==> src/rtl/vliw_bundle_fetch.sv <==
// VLIW fetch front end: parses 16/32-bit parcels and terminators from a 48-bit IMEM window,
// packs up to three instructions per bundle and offers it to decode over valid/ready.
module vliw_bundle_fetch (
  input  logic        clk,
  input  logic        reset,
  input  logic        start,
  input  logic        flush,
  input  logic [4:0]  flush_pc,
  input  logic [47:0] IR,
  input  logic        bundle_ready,
  output logic [4:0]  pc_5bits,
  output logic        bundle_valid,
  output logic [31:0] bundle_slot0,
  output logic [31:0] bundle_slot1,
  output logic [31:0] bundle_slot2,
  output logic [2:0]  bundle_mask,
  output logic [2:0]  bundle_c,
  output logic [4:0]  bundle_pc,
  output logic        fetch_err
);

  typedef enum logic [1:0] {
    S_IDLE,
    S_FETCH,
    S_EMIT,
    S_HALT
  } state_e;

  state_e      state_q, state_d;
  logic [4:0]  pc_q, pc_d;
  logic [31:0] slot0_q, slot0_d;
  logic [31:0] slot1_q, slot1_d;
  logic [31:0] slot2_q, slot2_d;
  logic [2:0]  mask_q, mask_d;
  logic [2:0]  c_q, c_d;
  logic [4:0]  bpc_q, bpc_d;
  logic        err_q, err_d;

  logic [15:0] p0;
  logic        is_term;
  logic        is_32;
  logic [31:0] insn;

  assign p0      = IR[15:0];
  assign is_term = (p0 == 16'h0000);
  assign is_32   = (p0[1:0] == 2'b11);
  assign insn    = is_32 ? IR[31:0] : {16'h0000, p0};

  always_comb begin
    state_d = state_q;
    pc_d    = pc_q;
    slot0_d = slot0_q;
    slot1_d = slot1_q;
    slot2_d = slot2_q;
    mask_d  = mask_q;
    c_d     = c_q;
    bpc_d   = bpc_q;
    err_d   = err_q;

    unique case (state_q)
      S_IDLE: begin
        if (start) begin
          state_d = S_FETCH;
          pc_d    = '0;
        end
      end
      S_FETCH: begin
        if (is_term) begin
          pc_d = pc_q + 5'd1;
          if (mask_q != 3'b000) state_d = S_EMIT;
        end else if (is_32 && (pc_q == 5'd31)) begin
          // A 32-bit instruction cannot straddle the top of memory; drop the partial bundle.
          state_d = S_HALT;
          err_d   = 1'b1;
          slot0_d = '0;
          slot1_d = '0;
          slot2_d = '0;
          mask_d  = '0;
          c_d     = '0;
          bpc_d   = '0;
        end else begin
          pc_d   = pc_q + (is_32 ? 5'd2 : 5'd1);
          mask_d = {mask_q[1:0], 1'b1};
          if (mask_q == 3'b000) begin
            slot0_d = insn;
            c_d[0]  = ~is_32;
            bpc_d   = pc_q;
          end else if (mask_q == 3'b001) begin
            slot1_d = insn;
            c_d[1]  = ~is_32;
          end else begin
            slot2_d = insn;
            c_d[2]  = ~is_32;
            state_d = S_EMIT;
          end
        end
      end
      S_EMIT: begin
        if (bundle_ready) begin
          state_d = S_FETCH;
          slot0_d = '0;
          slot1_d = '0;
          slot2_d = '0;
          mask_d  = '0;
          c_d     = '0;
          bpc_d   = '0;
        end
      end
      S_HALT: begin
      end
      default: state_d = S_IDLE;
    endcase

    // Redirect overrides everything; a coinciding transfer has already been seen by decode.
    if (flush) begin
      state_d = S_FETCH;
      pc_d    = flush_pc;
      slot0_d = '0;
      slot1_d = '0;
      slot2_d = '0;
      mask_d  = '0;
      c_d     = '0;
      bpc_d   = '0;
      err_d   = 1'b0;
    end
  end

  always_ff @(posedge clk or negedge reset) begin
    if (!reset) begin
      state_q <= S_IDLE;
      pc_q    <= '0;
      slot0_q <= '0;
      slot1_q <= '0;
      slot2_q <= '0;
      mask_q  <= '0;
      c_q     <= '0;
      bpc_q   <= '0;
      err_q   <= 1'b0;
    end else begin
      state_q <= state_d;
      pc_q    <= pc_d;
      slot0_q <= slot0_d;
      slot1_q <= slot1_d;
      slot2_q <= slot2_d;
      mask_q  <= mask_d;
      c_q     <= c_d;
      bpc_q   <= bpc_d;
      err_q   <= err_d;
    end
  end

  assign pc_5bits     = pc_q;
  assign bundle_valid = (state_q == S_EMIT);
  assign bundle_slot0 = slot0_q;
  assign bundle_slot1 = slot1_q;
  assign bundle_slot2 = slot2_q;
  assign bundle_mask  = mask_q;
  assign bundle_c     = c_q;
  assign bundle_pc    = bpc_q;
  assign fetch_err    = err_q;

endmodule
==> config.mk <==
export PLATFORM = sky130hd
export DESIGN_NAME = vliw_bundle_fetch
export DESIGN_NICKNAME = d
export VERILOG_FILES = /design/src/rtl/vliw_bundle_fetch.sv
export SDC_FILE = /design/constraint.sdc
export NUM_CORES = 1
export LEC_CHECK = 0
export ABC_CLOCK_PERIOD_IN_PS = 5800
export BUFFER_PORTS_ARGS = -buffer_cell sky130_fd_sc_hd__clkbuf_2
export CAP_MARGIN = 20
export CORE_UTILIZATION = 40
export CTS_CLUSTER_DIAMETER = 120
export CTS_CLUSTER_SIZE = 8
export DETAILED_ROUTE_END_ITERATION = 12
export GPL_TIMING_DRIVEN = 0
export MAX_ROUTING_LAYER = met4
export PLACE_DENSITY = 0.66
export REMOVE_ABC_BUFFERS = 1
export SETUP_SLACK_MARGIN = 0.2
export SLEW_MARGIN = 20
export SYNTH_ARGS = -nofsm -noshare
export SYNTH_HDL_FRONTEND = slang
export SYNTH_SLANG_ARGS = --single-unit
==> constraint.sdc <==
create_clock -name clk -period 5.8 [get_ports clk]
set_input_delay 0.58 -clock clk [delete_from_list [all_inputs] [get_ports clk]]
set_output_delay 0.58 -clock clk [all_outputs]
set_load 0.1 [all_outputs]
Word-level counts from Yosys, hierarchy flattened
Index checks and enable logic that the tools add are counted.

Latch bits: 0. Memory bits (read-only): 0. Memories: 0. Bits in registers: 115. Bits of input ports: 58. Output and inout bits: 114. Word-level logic and storage cells: 105. RAM bits: 0.

Bitwise logic cells: 1. Reductions and logical operators: 17. Multiplexer cells: 57. Multipliers: 0. $lt $le $gt $ge: 0. Shifts and indexed selects: 0. Div/mod/pow operators: 0. $add $sub $neg: 2. Equality and inequality tests: 17.

Operator list (number): $mux W32 (16); $pmux W32 S2 (3); $mux W5 (9); $ne A4 B4 Y1 const B (6); $mux W3 (7); $mux W2 (10); $pmux W5 S2 (2); $logic_not A16 Y1 (1); $pmux W3 S2 (2); $ne A5 B5 Y1 const B (2); $reduce_and A5 Y1 (2); $ne A3 B3 Y1 const B (3); $reduce_and A3 Y1 (3); $reduce_bool A3 Y1 (3); $mux W1 (7); $pmux W2 S3 (1); $reduce_and A6 Y1 (1); $add A5 B1 Y5 const B (1); $add A5 B2 Y5 (1); $eq A5 B5 Y1 const B (1); $eq A2 B2 Y1 const B (2); $reduce_and A4 Y1 (1); $reduce_bool A2 Y1 (2); $reduce_bool A4 Y1 (1); other kinds (7) (7).

Depth between registers and ports, before layout
Gate-level depths: netlist of the first run.

Word-level depth: 8. Gate-level depth with buffers: 9. Depth with buffers taken out: 8.

Worst setup path after synthesis of the first run
Ideal clock, no wire load.

Kind: register to register. From: register state_q[0]. To: register slot1_q[3] (netlist: bundle_slot1[3]). Data required time: 5.675 ns. Path buffers: 2. Library setup time: 0.125 ns. Path slack: 2.600 ns. Stages on the path, launching flop included: 7. Clock period less this slack: 3.200 ns. Arrival time: 3.074 ns. Path through: dfrtp_1 buf_2 nor2_1 a221oi_2 nor2_1 buf_2 mux2_2.

Cells in the longest elaborated chain, start to end: 3.

RTL lines: from (decl) (line 29) `state_e state_q, state_d;`; from (signal assigned) (line 140) `state_q <= state_d;`; $eq A2 B2 Y1 *; net bundle_valid (line 12) `output logic bundle_valid,`; $ne A3 B3 Y1 (no line), or another cell as far along; $reduce_and A5 Y1 (no line) or $mux W32 (tied branches); to (signal assigned) (line 143) `slot1_q <= slot1_d;`; to (decl) (line 32) `logic [31:0] slot1_q, slot1_d;`.

Mark *: on every way through the listed nets, which the timed path passes. The rest lies on a longest branch. A chain may end at the register's enable or synchronous reset.

Worst setup path in the final report of the first run
From: input IR[0]. To: register slot2_q[14] (netlist: bundle_slot2[14]).

Cells in the longest elaborated chain, start to end: 6.

RTL lines: from (decl) (line 9) `input logic [47:0] IR,`; $eq A2 B2 Y1 (line 46) `assign is_32 = (p0[1:0] == 2'b11);`; $logic_and A1 B1 Y1 (line 71) `end else if (is_32 && (pc_q == 5'd31)) begin`; $mux W32 (line 71); $mux W32 (line 68) `if (is_term) begin`; $pmux W32 S2 (line 60) `unique case (state_q)`; $mux W32 (line 115) `if (flush) begin`; to (signal assigned) (line 144) `slot2_q <= slot2_d;`; to (decl) (line 33) `logic [31:0] slot2_q, slot2_d;`.

Several ways; a longest one is shown, not always the timed one. The select of a mux whose other input is x is not followed.

==> flow_summary.json, run 1 <==
{
  "grt_max_degree": 66,
  "slew_viol_final": 0,
  "drc": 0,
  "cp_num_cells": 7,
  "cts_resized": 0,
  "cp_num_buf_inv": 2,
  "start_util_pct": 40.9,
  "die_x_um": 113,
  "core_mm2": 0.0120,
  "relSlewSlack_pct": 46.9,
  "slowest_delay_ps": 710,
  "tns_ps": 0,
  "io_buffer_count": 155,
  "ff2ff_path_depth": 6,
  "gp_congestion": 0.887,
  "ys_ff_latch": 115,
  "critPathLaunchType": "primary input",
  "fmax_mhz": 313,
  "dp_cells": 641,
  "setup_viol": 0,
  "antenna_found_initial": 0,
  "finClkSkew_ps": 6.86,
  "wl_per_cell_um": 17.4,
  "syn_inst": 352,
  "cts_setup_buffers": 0,
  "gr-total-overflow": 0,
  "root_buffer": "clkbuf_16",
  "critPathLaunch": "IR[0]",
  "worstSetupPathType": "in -> reg",
  "ys_types": 36,
  "dr.first_iter.drc_count": 161,
  "clkTransAtPathRegs_ps": 50,
  "cts_buffers": 17,
  "timing.rr.end": "bundle_slot0[6]",
  "cp_cell_sequence": "clkbuf_2, nor4_1, nand4_1, a221oi_2, nand2b_2, buf_16, mux2_1",
  "slowest_stage": "a221oi_2",
  "grt_pass1_vias": 3585,
  "die_h_um": 113,
  "synthTopCellsByCount": "115 x dfrtp_1, 46 x mux2_2, 39 x mux2_1",
  "drv_cap": 0,
  "post-dp-hpwl_um": 8210,
  "r2r-start": "pc_5bits[2]",
  "syn_avg_cell_area_um2": 14.0,
  "synth_top_area_cell": "dfrtp_1",
  "num_rows": 40,
  "grt_use_total_pct": 20.4,
  "hold_viol_final": 0,
  "worst_pin_slew_ps": 794,
  "netlist_area_mm2": 0.00491,
  "drive_gt1_share_pct": 49.0,
  "yosys_warnings": 0,
  "h-tree-depth": 4,
  "status": "complete, no violations",
  "post-route-period-util_pct": 55.1,
  "worst_skew_pair.late_latency_ps": 410,
  "dr_total_vias": 3402,
  "cts_max_path_buffers": 2,
  "cp.arrival_ps": 3480,
  "area_delta_synth_final_pct": 31.0,
  "routed_wl_um": 11700,
  "cp-end-kind": "register",
  "yosysSeqAreaShare_pct": 58.6,
  "ys_async_sr_fraction_pct": 100,
  "crit_fanout": 19,
  "io-pin-count": 172,
  "die_area_mm2": 0.0127,
  "layout.cells.non_filler": 671,
  "netlist.area_leader.share_pct": 58.6,
  "synth.area.top_cells": "dfrtp_1 59%, mux2_2 11%, mux2_1 8.9%",
  "rrSetupSlack_ps": 2960,
  "synth_edf_count": 0,
  "cts.sinks": 115,
  "first_pass_iters": 6,
  "ant_nets": 0,
  "holdCritPathClass": "in -> async",
  "fillers": 1040,
  "dominantRegCellSynth": "dfrtp_1",
  "critPathRequiredTime_ps": 6080,
  "fin_nets": 575,
  "period_needed_ps": 3200,
  "holdBufCountCts": 0,
  "viasPerCell": 5.07,
  "antenna_cells": 0,
  "cts_tree": "yes",
  "cp_top_family": "simple AND/OR/NAND/NOR gates",
  "grt_pass1_wl_um": 19100,
  "rsz0062_at_grt": "no",
  "synth_most_common_cell": "dfrtp_1"
}
cell usage in the layout, fill, tap and decap left out, types with 7 or more instances in the layout:
cell	count
and3_1	16
mux2_4	15
clkbuf_16	17
clkbuf_2	154
nor2_1	7
mux2_2	46
and2_1	16
mux2_1	39
dfrtp_1	115
a21oi_1	9
nand2_1	10
inv_1	7
logic make-up after synthesis:
family | count (synthesis) | share of synthesized area, %
flops | 115 | 58.6
mux | 100 | 24.1
simple gates | 73 | 8.41
compound gates | 34 | 4.89
buf+inv | 27 | 3.13
fa+ha+maj | 3 | 0.917
stage by stage:
step / area [um^2] / hold WS, ps / setup WS (ps) / utilization, %
after floorplan: 4780 / 284 / 928 / -
after global placement: 5740 / 469 / 479 / 47.8
after detailed placement: 5900 / 475 / 1940 / 49.2
after CTS: 6430 / 171 / 2330 / 53.5
after global routing: 6440 / 191 / 2400 / 53.6
final: 6440 / 151 / 2600 / 53.6
worst reg2reg max path, cell delays in order (launching register included):
cell and delay [ps]:
dfrtp_1 470, nand2_1 140, nor3_2 540, nor3_2 240
nor2_4 680, buf_12 270, mux2_2 380
worst max path at each step:
| stage | slack (ps) | to |
|---|---|---|
| after floorplan | 930 | bundle_c[0] |
| after global placement | 480 | bundle_slot0[28] |
| after detailed placement | 1940 | bundle_slot2[3] |
| after CTS | 2330 | bundle_slot2[14] |
| after global routing | 2400 | bundle_slot2[14] |
| final | 2600 | bundle_slot2[14] |
per-layer routing:
layer,share of wire (%),vias to the layer above,global-route usage [%]
met1,46,1692,26.3
met3,4.5,20,4.98
met4,2.3,0,10.3
met2,47,110,30.1
met5,0,-,-
li1,-,1580,-
flip-flops by register name, indices dropped and copies added (netlist names):
| name | cells |
|---|---|
| bundle_c | 3 |
| bundle_mask | 3 |
| bundle_pc | 5 |
| bundle_slot0 | 32 |
| bundle_slot1 | 32 |
| bundle_slot2 | 32 |
| fetch_err | 1 |
| pc_5bits | 5 |
| state_q | 2 |
layout make-up:
class                      count  area, um^2  area share [%]
clock inverter                 6        57.6           0.894
multi-input combinational    210        1900            29.6
sequential                   115        2880            44.7
clock buffer                  23         468            7.27
tap                          147         184            2.86
inverter                       7        26.3           0.408
timing repair buffer         163         921            14.3
Power of run 1 is left out: the tool's default activity adds up to more than one toggle a clock period on the data nets, which glitch-free logic cannot reach.
==> inputs of run 2 (changes only) <==
Settings changed: ABC_CLOCK_PERIOD_IN_PS 5800 to 3300.
Clock period 5.8 ns to 3.3 ns, I/O delays scaled along.
==> run 2 against run 1 <==
Against the previous run:
- sequential cell count stayed put
- sequential share of layout area is 0.15 points lower
- die area stayed put
- count of clock-buffer cells in the layout stayed put
- final area is 0.33% higher
- via count is 1.2% higher
==> flow_summary.json, run 2 (synthesized netlist as in run 1, its figures left out) <==
{
  "critPathLaunch": "pc_5bits[2]",
  "cp_cell_sequence": "nand2_1, nor3_2, nor3_2, nor2_4, buf_12, mux2_2",
  "drv_cap": 0,
  "post_dp_cell_area_mm2": 0.00590,
  "gr-total-overflow": 0,
  "worst_skew_pair.late_latency_ps": 410,
  "status": "complete, no violations",
  "wl_per_cell_um": 17.3,
  "worstSetupPathType": "reg -> reg",
  "io-pin-count": 172,
  "dr.first_iter.drc_count": 215,
  "core_mm2": 0.0120,
  "cp_num_buf_inv": 1,
  "fmax_mhz": 352,
  "root_buffer": "clkbuf_16",
  "cts_max_path_buffers": 2,
  "viasPerCell": 5.12,
  "setup_viol": 0,
  "grt_max_degree": 66,
  "finClkSkew_ps": 6.63,
  "cpMostUsedCell": "nor3_2",
  "cp.arrival_ps": 3130,
  "critPathLaunchType": "register",
  "period_needed_ps": 2840,
  "clkTransAtPathRegs_ps": 50,
  "post-dp-hpwl_um": 8210,
  "fin_util_pct": 53.8,
  "fin_nets": 576,
  "cts_tree": "yes",
  "cp_top_family": "simple AND/OR/NAND/NOR gates",
  "cp-end-kind": "register",
  "hold_viol_final": 0,
  "cts.sinks": 115,
  "drc": 0,
  "antenna_cells": 0,
  "relSlewSlack_pct": 47.2,
  "num_rows": 40,
  "slew_viol_final": 0,
  "slowest_stage": "nor2_4",
  "critPathRequiredTime_ps": 3590,
  "area_delta_synth_final_pct": 31.5,
  "crit_end": "bundle_slot0[6]",
  "routed_wl_um": 11600,
  "first_pass_iters": 6,
  "drive_gt1_share_pct": 49.0,
  "rsz0062_at_grt": "no",
  "holdCritPathClass": "in -> reg",
  "grt_pass1_vias": 3589,
  "ff2ff_path_depth": 6,
  "final_cell_mix": "154 x clkbuf_2, 115 x dfrtp_1, 46 x mux2_2, 39 x mux2_1, 17 x clkbuf_16",
  "whs_ps": 136,
  "layout_commonest_cell": "clkbuf_2",
  "ant_nets": 0,
  "die_x_um": 113,
  "grt_use_total_pct": 20.5,
  "post-route-period-util_pct": 86.0,
  "cp_num_cells": 6,
  "worst_pin_slew_ps": 790,
  "start_util_pct": 40.9,
  "slowest_delay_ps": 670,
  "die_area_mm2": 0.0127,
  "timing.rr.end": "bundle_slot0[6]",
  "dr_total_vias": 3443,
  "rrSetupSlack_ps": 460,
  "h-tree-depth": 4,
  "gp_congestion": 0.887,
  "r2r-start": "pc_5bits[2]",
  "fin_area_mm2": 0.00646,
  "cts_buffers": 17,
  "io_buffer_count": 155,
  "crit_fanout": 20,
  "die_h_um": 113,
  "grt_pass1_wl_um": 19100,
  "antenna_found_initial": 0
}
[run 2: cell types whose count changed in the layout (fill, tap and decap cells not counted)]
cell / delta
a221oi_2: -1
dlygate4sd3_1: +1
a221oi_4: +1
[run 2: metrics by stage]
stage | std cells | TNS [ps] | worst slack, ps
after global routing | 672 | 0 | 318
after global placement | 634 | -155690 | -1770
after floorplan | 332 | -105560 | -1570
final | 672 | 0 | 461
after detailed placement | 641 | -7180 | -314
after CTS | 671 | 0 | 311
[run 2: worst min path at each step]
stage,depth (start not counted),endpoint,slack [ps],startpoint
6_report,3,pc_5bits[4],140,flush_pc[4]
5_1_grt,3,pc_5bits[4],140,flush_pc[4]
4_1_cts,3,pc_5bits[4],120,flush_pc[4]
3_5_place_dp,1,bundle_slot0[31],360,reset
3_3_place_gp,1,bundle_slot1[4],470,bundle_slot1[4]
2_1_floorplan,0,bundle_c[0],30,reset
[run 2: layer usage]
layer	vias to the layer above	track usage (%)	part of all wire [%]
met5	-	-	0
met4	0	9.69	2.0
met3	18	5.03	4.6
met2	121	30.4	47
met1	1717	26.4	46
li1	1587	-	-
[run 2: layout make-up]
type                       count  area [um^2]
sequential                   115         2880
fill                        1037         5550
clock inverter                 6         57.6
multi-input combinational    210         1910
clock buffer                  23          468
tap                          147          184
inverter                       7         26.3
timing repair buffer         164          931
[run 2: worst reg2reg max path, cell delays in order, from the launching register on]
cell and delay (ps):
dfrtp_1 470, nand2_1 140, nor3_2 550, nor3_2 230, nor2_4 670, buf_12 270, mux2_2 380
[run 2: timing repair]
item                                   CTS  global route
resized for setup                        1             0
pin swaps                                0             1
buffers inserted                         0             1
hold buffers                             1             0
endpoints found under the hold margin   64             0
setup endpoints to repair               19            18
Power of run 2 is left out for the same reason.
